## src/rtl/dpic_mem_pkg.sv

```systemverilog
// Shared types and default widths for the DPI-C memory arbiter.
// The arbiter and its grant picker import this package.
package dpic_mem_pkg;

    localparam int DEF_ADDR_W = 64;
    localparam int DEF_DATA_W = 64;
    localparam int DEF_MASK_W = DEF_DATA_W / 8;
    localparam int CNT_W      = 8;

    typedef enum logic [1:0] {
        IDLE,
        WAIT,
        ACCESS,
        RESP
    } state_e;

    typedef enum logic {
        GNT_IF,
        GNT_LSU
    } grant_e;

    typedef struct packed {
        logic [DEF_ADDR_W-1:0] addr;
        logic                  wen;
        logic [DEF_DATA_W-1:0] wdata;
        logic [DEF_MASK_W-1:0] wmask;
    } request_t;

    // The DPI-C memory works on whole 8-byte words.
    function automatic logic [DEF_ADDR_W-1:0] alignAddr(input logic [DEF_ADDR_W-1:0] a);
        return {a[DEF_ADDR_W-1:3], 3'b000};
    endfunction

endpackage

```

## src/rtl/dpic_mem_rr_picker.sv

```systemverilog
// Two-way grant select between IF and LSU. With ARB_ROUND_ROBIN_EN defined, ties go to
// the requester not granted last; otherwise LSU always wins and no pointer is kept.
module dpic_mem_rr_picker
    import dpic_mem_pkg::*;
(
`ifdef ARB_ROUND_ROBIN_EN
    input  logic   clock,
    input  logic   reset,
    input  logic   accept_i,
`endif
    input  logic   if_valid_i,
    input  logic   lsu_valid_i,
    output logic   gnt_valid_o,
    output grant_e gnt_o
);

`ifdef ARB_ROUND_ROBIN_EN
    grant_e last_q;
    grant_e last_d;

    // Reset pointer at IF so the very first tie is won by LSU.
    always_ff @(posedge clock or negedge reset) begin
        if (!reset) begin
            last_q <= GNT_IF;
        end else begin
            last_q <= last_d;
        end
    end

    always_comb begin
        last_d = accept_i ? gnt_o : last_q;
    end

    always_comb begin
        gnt_valid_o = if_valid_i | lsu_valid_i;
        gnt_o       = GNT_IF;
        if (if_valid_i && lsu_valid_i) begin
            gnt_o = (last_q == GNT_IF) ? GNT_LSU : GNT_IF;
        end else if (lsu_valid_i) begin
            gnt_o = GNT_LSU;
        end
    end
`else
    always_comb begin
        gnt_valid_o = if_valid_i | lsu_valid_i;
        gnt_o       = lsu_valid_i ? GNT_LSU : GNT_IF;
    end
`endif

endmodule

```

## src/rtl/dpic_mem_arbiter.sv

```systemverilog
// Shares the DPI-C memory port between IF and LSU, one transaction at a time, with
// WAIT_CYCLES wait states. Optional round-robin ties via ARB_ROUND_ROBIN_EN.
module dpic_mem_arbiter
    import dpic_mem_pkg::*;
#(
    parameter int ADDR_W      = DEF_ADDR_W,
    parameter int DATA_W      = DEF_DATA_W,
    parameter int WAIT_CYCLES = 0
) (
    input  logic                clock,
    input  logic                reset,
    input  logic                if_req_valid,
    output logic                if_req_ready,
    input  logic [ADDR_W-1:0]   if_req_addr,
    output logic                if_resp_valid,
    input  logic                if_resp_ready,
    output logic [DATA_W-1:0]   if_resp_data,
    input  logic                lsu_req_valid,
    output logic                lsu_req_ready,
    input  logic [ADDR_W-1:0]   lsu_req_addr,
    input  logic                lsu_req_wen,
    input  logic [DATA_W-1:0]   lsu_req_wdata,
    input  logic [DATA_W/8-1:0] lsu_req_wmask,
    output logic                lsu_resp_valid,
    input  logic                lsu_resp_ready,
    output logic [DATA_W-1:0]   lsu_resp_data,
    output logic [ADDR_W-1:0]   mem_raddr,
    input  logic [DATA_W-1:0]   mem_rdata,
    output logic [ADDR_W-1:0]   mem_waddr,
    output logic [DATA_W-1:0]   mem_wdata,
    output logic [DATA_W/8-1:0] mem_wmask
);

    state_e            state_q, state_d;
    logic [CNT_W-1:0]  cnt_q, cnt_d;
    request_t          req_q, req_d;
    grant_e            gnt_q, gnt_d;
    logic [DATA_W-1:0] resp_q, resp_d;

    grant_e            pick;
    logic              pick_valid;
    logic              accept;
    logic              resp_ready_sel;
    logic              resp_valid_any;
    logic [DATA_W-1:0] access_data;
    logic [DATA_W-1:0] resp_data_now;

    dpic_mem_rr_picker u_picker (
`ifdef ARB_ROUND_ROBIN_EN
        .clock       (clock),
        .reset       (reset),
        .accept_i    (accept),
`endif
        .if_valid_i  (if_req_valid),
        .lsu_valid_i (lsu_req_valid),
        .gnt_valid_o (pick_valid),
        .gnt_o       (pick)
    );

    always_ff @(posedge clock or negedge reset) begin
        if (!reset) begin
            state_q <= IDLE;
            cnt_q   <= '0;
            req_q   <= '0;
            gnt_q   <= GNT_IF;
            resp_q  <= '0;
        end else begin
            state_q <= state_d;
            cnt_q   <= cnt_d;
            req_q   <= req_d;
            gnt_q   <= gnt_d;
            resp_q  <= resp_d;
        end
    end

    assign resp_ready_sel = (gnt_q == GNT_LSU) ? lsu_resp_ready : if_resp_ready;
    assign access_data    = req_q.wen ? '0 : mem_rdata;

    // The response is offered already in the ACCESS cycle so that accept-to-valid latency
    // is WAIT_CYCLES+1; a handshake there skips RESP entirely.
    always_comb begin
        state_d = state_q;
        cnt_d   = cnt_q;
        req_d   = req_q;
        gnt_d   = gnt_q;
        resp_d  = resp_q;
        accept  = 1'b0;
        case (state_q)
            IDLE: begin
                if (pick_valid) begin
                    accept  = 1'b1;
                    gnt_d   = pick;
                    cnt_d   = CNT_W'(WAIT_CYCLES);
                    state_d = (WAIT_CYCLES > 0) ? WAIT : ACCESS;
                    if (pick == GNT_LSU) begin
                        req_d.addr  = alignAddr(lsu_req_addr);
                        req_d.wen   = lsu_req_wen;
                        req_d.wdata = lsu_req_wdata;
                        req_d.wmask = lsu_req_wmask;
                    end else begin
                        req_d.addr  = alignAddr(if_req_addr);
                        req_d.wen   = 1'b0;
                        req_d.wdata = '0;
                        req_d.wmask = '0;
                    end
                end
            end
            WAIT: begin
                cnt_d = cnt_q - CNT_W'(1);
                if (cnt_q <= CNT_W'(1)) begin
                    state_d = ACCESS;
                end
            end
            ACCESS: begin
                resp_d  = access_data;
                state_d = resp_ready_sel ? IDLE : RESP;
            end
            RESP: begin
                if (resp_ready_sel) begin
                    state_d = IDLE;
                end
            end
            default: state_d = IDLE;
        endcase
    end

    assign if_req_ready   = accept && (pick == GNT_IF);
    assign lsu_req_ready  = accept && (pick == GNT_LSU);

    assign resp_valid_any = (state_q == ACCESS) || (state_q == RESP);
    assign resp_data_now  = (state_q == ACCESS) ? access_data : resp_q;

    assign if_resp_valid  = resp_valid_any && (gnt_q == GNT_IF);
    assign lsu_resp_valid = resp_valid_any && (gnt_q == GNT_LSU);
    assign if_resp_data   = if_resp_valid ? resp_data_now : '0;
    assign lsu_resp_data  = lsu_resp_valid ? resp_data_now : '0;

    assign mem_raddr = req_q.addr;
    assign mem_waddr = req_q.addr;
    assign mem_wdata = req_q.wdata;
    assign mem_wmask = ((state_q == ACCESS) && req_q.wen) ? req_q.wmask : '0;

endmodule
```

## config.mk

```make
export PLATFORM = sky130hd
export DESIGN_NAME = dpic_mem_arbiter
export DESIGN_NICKNAME = d
export VERILOG_FILES = /design/src/rtl/dpic_mem_pkg.sv /design/src/rtl/dpic_mem_rr_picker.sv /design/src/rtl/dpic_mem_arbiter.sv
export SDC_FILE = /design/constraint.sdc
export NUM_CORES = 1
export LEC_CHECK = 0
export BUFFER_PORTS_ARGS = -buffer_cell sky130_fd_sc_hd__buf_2
export CAP_MARGIN = 20
export CORE_AREA = 2 2 238 240
export CTS_BUF_LIST = sky130_fd_sc_hd__clkbuf_8
export DETAILED_ROUTE_END_ITERATION = 8
export DIE_AREA = 0 0 240 242
export GPL_TIMING_DRIVEN = 0
export PLACE_DENSITY_LB_ADDON = 0.12
export SLEW_MARGIN = 20
export SYNTH_ARGS = -nofsm -noshare
export SYNTH_HDL_FRONTEND = slang
export SYNTH_SLANG_ARGS = --single-unit
export TNS_END_PERCENT = 5
```

## constraint.sdc

```tcl
create_clock -name clock -period 2 [get_ports clock]
set_input_delay 0.3 -clock clock [delete_from_list [all_inputs] [get_ports clock]]
set_output_delay 0.3 -clock clock [all_outputs]
set_load 0.005 [all_outputs]
```

==> Word level (Yosys, flattened, before mapping) <==
Cells that the tools add are included.
{ "totals": {"ff_bits": 212, "latchBits": 0, "ramBits": 0, "romBits": 0, "inputBits": 271, "output_inout_bits": 332, "word_cells": 47, "mem_count": 0} }
{ "classes": {"add_sub_neg": 1, "mul": 0, "n_div": 0, "order_cmp": 1, "n_eq_ne": 6, "n_shift": 0, "n_mux": 17, "n_bitwise": 3, "reduce_logical": 11} }
{ "ops": {"columns": ["cell", "count"], "rows": [
  ["64-bit 2-to-1 mux", 4],
  ["137-bit 2-to-1 mux", 1],
  ["8-bit 2-to-1 mux", 2],
  ["8-bit case mux with 2 select lines", 1],
  ["8-bit by 1-bit <= comparator with 1-bit output (second input constant)", 1],
  ["2-bit 2-to-1 mux", 4],
  ["2-bit case mux with 4 select lines", 1],
  ["8-bit by 1-bit subtractor with 8-bit output (second input constant)", 1],
  ["2-bit != test (second input constant)", 3],
  ["1-bit logical AND", 5],
  ["2-bit == test (second input constant)", 2],
  ["1-bit 2-to-1 mux", 4],
  ["2-bit AND reduction", 2],
  ["3-bit AND reduction", 1],
  ["2-bit by 1-bit == test with 1-bit output (second input constant)", 1],
  ["2-bit logical NOT", 1],
  ["1-bit NOT", 2],
  ["2-bit nonzero test", 1],
  ["1-bit logical OR", 1],
  ["1-bit OR", 1]
]} }

==> Depth between registers and ports, before layout <==
{ "depth": {"word_depth": 4, "mapped_depth": 7, "mapped_depth_nobuf": 5} }

==> Cells and area by module <==
From an unflattened synthesis, not the netlist that was laid out.
{ "unflattened": {"hier_cells": 1274, "hier_area_um2": 11395.9} }
{ "modules_own_cells": {"columns": ["mod", "n_inst", "cells_per_inst", "area_per_inst_um2", "seq_area_each_um2"], "rows": [
  ["dpic_mem_arbiter", 1, 1272, 11382.2, 5230.0],
  ["dpic_mem_rr_picker", 1, 2, 13.8, 0.0]
]} }

==> Worst setup path before layout <==
Ideal clock, no wire load.
{ "synth_timing": {"kind": "reg-to-output", "startpoint": "reg state_q[0]", "endpoint": "out if_resp_data[43]", "t_arrival_ns": 1.285, "required_time_ns": 1.700, "slack_ns": 0.415, "stages_incl_launch_ff": 7, "n_path_buf": 3, "path_cell_list": "dfrtp_1 -> buf_6 -> buf_2 -> buf_2 -> nor4bb_1 -> a21oi_1 -> nor2_1"} }
{ "synth_via": {"elab_chain_cells": 4, "word_cells_on_any_way": 6, "cone_classes": "eq/ne (2); mux (2); reduce/logical (2)"} }
{ "synth_rtl": {"columns": ["element", "line", "text"], "rows": [
  ["start: declaration", "dpic_mem_arbiter.sv:34", "state_e state_q, state_d;"],
  ["start signal: assignment", "dpic_mem_arbiter.sv:68", "state_q <= state_d;"],
  ["2-bit == test, on equally long branches", "dpic_mem_arbiter.sv:130, dpic_mem_arbiter.sv:131", null],
  ["1-bit logical OR", "dpic_mem_arbiter.sv:130", "assign resp_valid_any = (state_q == ACCESS) || (state_q == RESP);"],
  ["1-bit logical AND", "dpic_mem_arbiter.sv:133", "assign if_resp_valid = resp_valid_any && (gnt_q == GNT_IF);"],
  ["64-bit 2-to-1 mux (*)", "dpic_mem_arbiter.sv:135", "assign if_resp_data = if_resp_valid ? resp_data_now : '0;"],
  ["end: declaration", "dpic_mem_arbiter.sv:17", "output logic [DATA_W-1:0] if_resp_data,"]
]} }
Every way passes the cells marked *; elsewhere a longest branch is shown, timed or not.

==> Worst setup path in the final report <==
{ "layout_timing": {"startpoint": "reg state_q[0]", "endpoint": "out if_resp_data[56]"} }
The elaborated chain is that of the path after synthesis.

==> run_results.csv <==
group,metric,value,unit
status,status,"finished with violations",
status,violations,"setup timing",
power_and_ir_drop,cellLeakagePower,10.2,nW
worst_setup_path,crit_buf_inv,4,
worst_setup_path,cp_slowest_cell,"dfrtp_1",
placement,portBuffers,590,
grt,grt_pass1_wl,71600,um
logic_synthesis,synth_edf_count,0,
logic_synthesis,synth_flop_cell,"dfrtp_1",
layout,multi_input_comb_area,5210,sq um
clocking,clockBufferDepth,3,
flow_run,max_cap_viol_count,0,
timing,setup_viol,140,
layout,finalNetCount,2140,
logic_synthesis,syn_area,11300,sq um
layout,fillCellCount,5801,
logic_synthesis,ys_ff_latch,209,
timing,maxSlewHeadroom,56.7,%
floorplanning,num_rows,87,
worst_setup_path,worstPathRequired,1700,ps
clocking,clk_pin_slew,50,ps
timing,timing.fmax,0.418,GHz
clocking,cts_made_buffers,43,
grt,grt_pass1_vias,11400,
logic_synthesis,ys_seq_area_share,46.4,%
timing,final_max_slew_viol_count,0,
floorplanning,die_w,240,um
worst_setup_path,cp_cell_sequence,"buf_6, buf_12, buf_12, nor4bb_4, a21oi_4, nor2_4, buf_2",
worst_setup_path,cpMostUsedCell,"buf_12",
route,num_vias,11000,
floorplanning,fp.coreArea,55700,sq um
floorplanning,design.die.area,58100,sq um
layout,final_cells,2660,
power_and_ir_drop,vdd_drop_max,350,uV
layout,layout-drive-gt1-share,59.3,%
logic_synthesis,synth_top_area_share,46.4,%
clocking,clkSinkCount,209,
clocking,cts_root_buf,"clkbuf_8",
grt,grt_max_degree,81,
route,firstDrtPassIters,4,
floorplanning,die_h,242,um
logic_synthesis,synth.distinct_cells,35,
floorplanning,ios,603,
placement,globalplace.congestion,0.798,
placement,hpwlAfterDp,36800,um
worst_setup_path,worst-path-max-fanout,6,
route,drtIter0Drc,418,
timing,final.setup.tns,-41880,ps
timing,fin_crit_sh,120,%
route,drc,0,
clocking,htreeDepth,2,
timing,worstMarginPinSlew,649,ps
route,wl,48600,um
worst_setup_path,crit_path_max_incr_delay,390,ps
worst_setup_path,worstSetupEndpointType,"output pin",
worst_setup_path,worstSetupPathType,"reg -> out",
grt,grt-ovfl-total,0,
grt,antenna_found_initial,12,
layout,regArea,5230,sq um
timing,finClkSkew,33.9,ps
route,ant_nets,0,
logic_synthesis,synth_async_sr_flop_share,100,%
timing,hold_viol,0,
timing,rsz0062_at_grt,"true",
route,post_drt_wl_per_cell,18.3,um
floorplanning,start_util,20.2,%
layout,area_growth,72.4,%
timing,fin_crit,2390,ps
grt,grt_use_total,16.2,%
logic_synthesis,avgSynthCellArea,10.5,sq um
logic_synthesis,syn_inst,1077,
min_path,min_path_type,"in -> reg",
worst_setup_path,critPathTopFamily,"buffers and inverters",
placement,dp_cells,2430,
logic_synthesis,yosysWarnings,0,
clocking,tritoncts,"done",
logic_synthesis,yosys.area.top_type,"dfrtp_1",
timing,layout_setup_ws,-391,ps
clocking,clkLatencyLatePin,600,ps
worst_setup_path,start_kind,"flop",
logic_synthesis,synth_area_leaders,"dfrtp_1 (46%), buf_4 (13%), nor4bb_1 (5.7%)",
route,viasPerCell,4.15,
worst_setup_path,arrival,2090,ps
power_and_ir_drop,powerDensity,519,nW/um^2
-- repair_timing --
item	4_1_cts	5_1_grt
endpoints found under the hold margin	208	0
hold buffers	136	0
setup endpoints to repair	140	168
buffers inserted	8	1
cloned	5	0
pin swaps	58	30
resized for setup	334	36
-- area by class of cell --
cell class,instances,share of cell area [%]
diodes,7,0.0901
plain buffers,286,12.0
clock buffers,54,3.82
clock inverters,21,0.605
inverters,71,1.40
multi-input cells,514,26.8
flip-flops and latches,209,26.9
well taps,756,4.86
repair buffers,742,23.6
-- metal layers --
layer  global-route usage [%]  vias to the layer above  wire length (um)
li1                         -                     5223                 -
met1                     19.0                     5330             19400
met2                     28.9                      401             24600
met3                     4.42                       78              3450
met4                     4.29                       12              1020
met5                        0                        -                71
-- cells in the mapped netlist, types with 3 or more instances --
library cell    n
nor4_1          3
buf_1           6
clkbuf_1       41
nor2_1        132
dfrtp_1       209
mux2i_1         6
inv_1          71
buf_2          34
nor4b_2        35
o21ai_0        12
buf_4         195
buf_6          12
nor4b_1        27
a21oi_1        65
nor4bb_1       64
and3_1          8
nand2b_1        3
a22o_1         73
a221o_1        61
-- power by group --
part           total [mW]  switching (mW)  internal (mW)
Sequential           4.37          0.0741           4.30
Clock                4.58            2.04           2.54
Combinational        1.15           0.414          0.732
-- registers in the layout (all words and copies together) (netlist names) --
register   count
mem_wdata     64
gnt_q          1
cnt_q          8
mem_raddr     61
req_q          9
resp_q        64
state_q        2
-- stage by stage --
| step | hold slack [ps] | power [mW] | util (%) | cell area (sq um) | setup slack [ps] |
|---|---|---|---|---|---|
| final | 70.0 | 10.1 | 34.9 | 19400 | -391 |
| after global routing | 56.3 | 10.6 | 34.9 | 19400 | -506 |
| after detailed placement | 356 | 5.34 | 27.4 | 15300 | -292 |
| after CTS | 16.4 | 10.3 | 34.6 | 19300 | -467 |
| after floorplan | 4.41 | 4.77 | - | 11300 | 415 |
| after global placement | 461 | 5.33 | 27.3 | 15200 | -3690 |
-- cell usage in the layout, fill, tap and decap left out, types with 7 or more instances in the layout --
cell type / netlist / layout
inv_1: 71 / 84
clkbuf_1: 41 / 11
buf_6: 12 / 16
dlygate4sd3_1: 0 / 136
clkbuf_4: 0 / 9
diode_2: 0 / 7
and3_1: 8 / 7
o21ai_0: 12 / 12
nor4b_2: 35 / 35
nor4bb_4: 0 / 46
nor2_1: 132 / 122
buf_2: 34 / 612
a21oi_4: 0 / 34
a22o_1: 73 / 73
nor4b_1: 27 / 27
clkbuf_8: 0 / 57
buf_8: 0 / 11
dfrtp_1: 209 / 207
clkbuf_2: 0 / 9
a21oi_2: 0 / 29
nor2_2: 1 / 8
nor4bb_2: 0 / 18
buf_12: 0 / 9
buf_4: 195 / 203
a221o_1: 61 / 61
-- final timing paths --
| path | slack (ps) | cells past startpoint | from | endpoint |
|---|---|---|---|---|
| min in group asynchronous | 300 | 2 | reset | resp_q[46] |
| worst min register to register | 470 | 1 | cnt_q[7] | cnt_q[7] |
| worst max-delay path | -390 | 7 | state_q[0] | if_resp_data[56] |
| max in group asynchronous | 780 | 3 | reset | mem_raddr[55] |
| worst max register to register | 50 | 7 | state_q[0] | mem_raddr[59] |
| worst min-delay path | 70 | 4 | if_resp_ready | state_q[0] |
-- cells by family (layout without fill, tap and decap cells) --
group / count (synthesis) / in the layout / share of synthesized area [%]
other cells: 1 / 13 / 0.0332
compound gates: 215 / 215 / 14.9
fa+ha+maj: 2 / 2 / 0.222
mux: 6 / 6 / 0.532
simple gates: 285 / 285 / 18.4
flops: 209 / 209 / 46.4
buf+inv: 359 / 1174 / 19.6
-- worst reg2reg max path: stages, from the launching register on --
cell and delay [ps]:
dfrtp_1 390, buf_6 150, buf_4 140, nor2_4 170, o21ai_4 100, buf_4 210, clkbuf_1 310, a221o_1 380
No activity file was read; power rests on OpenSTA's default activity.
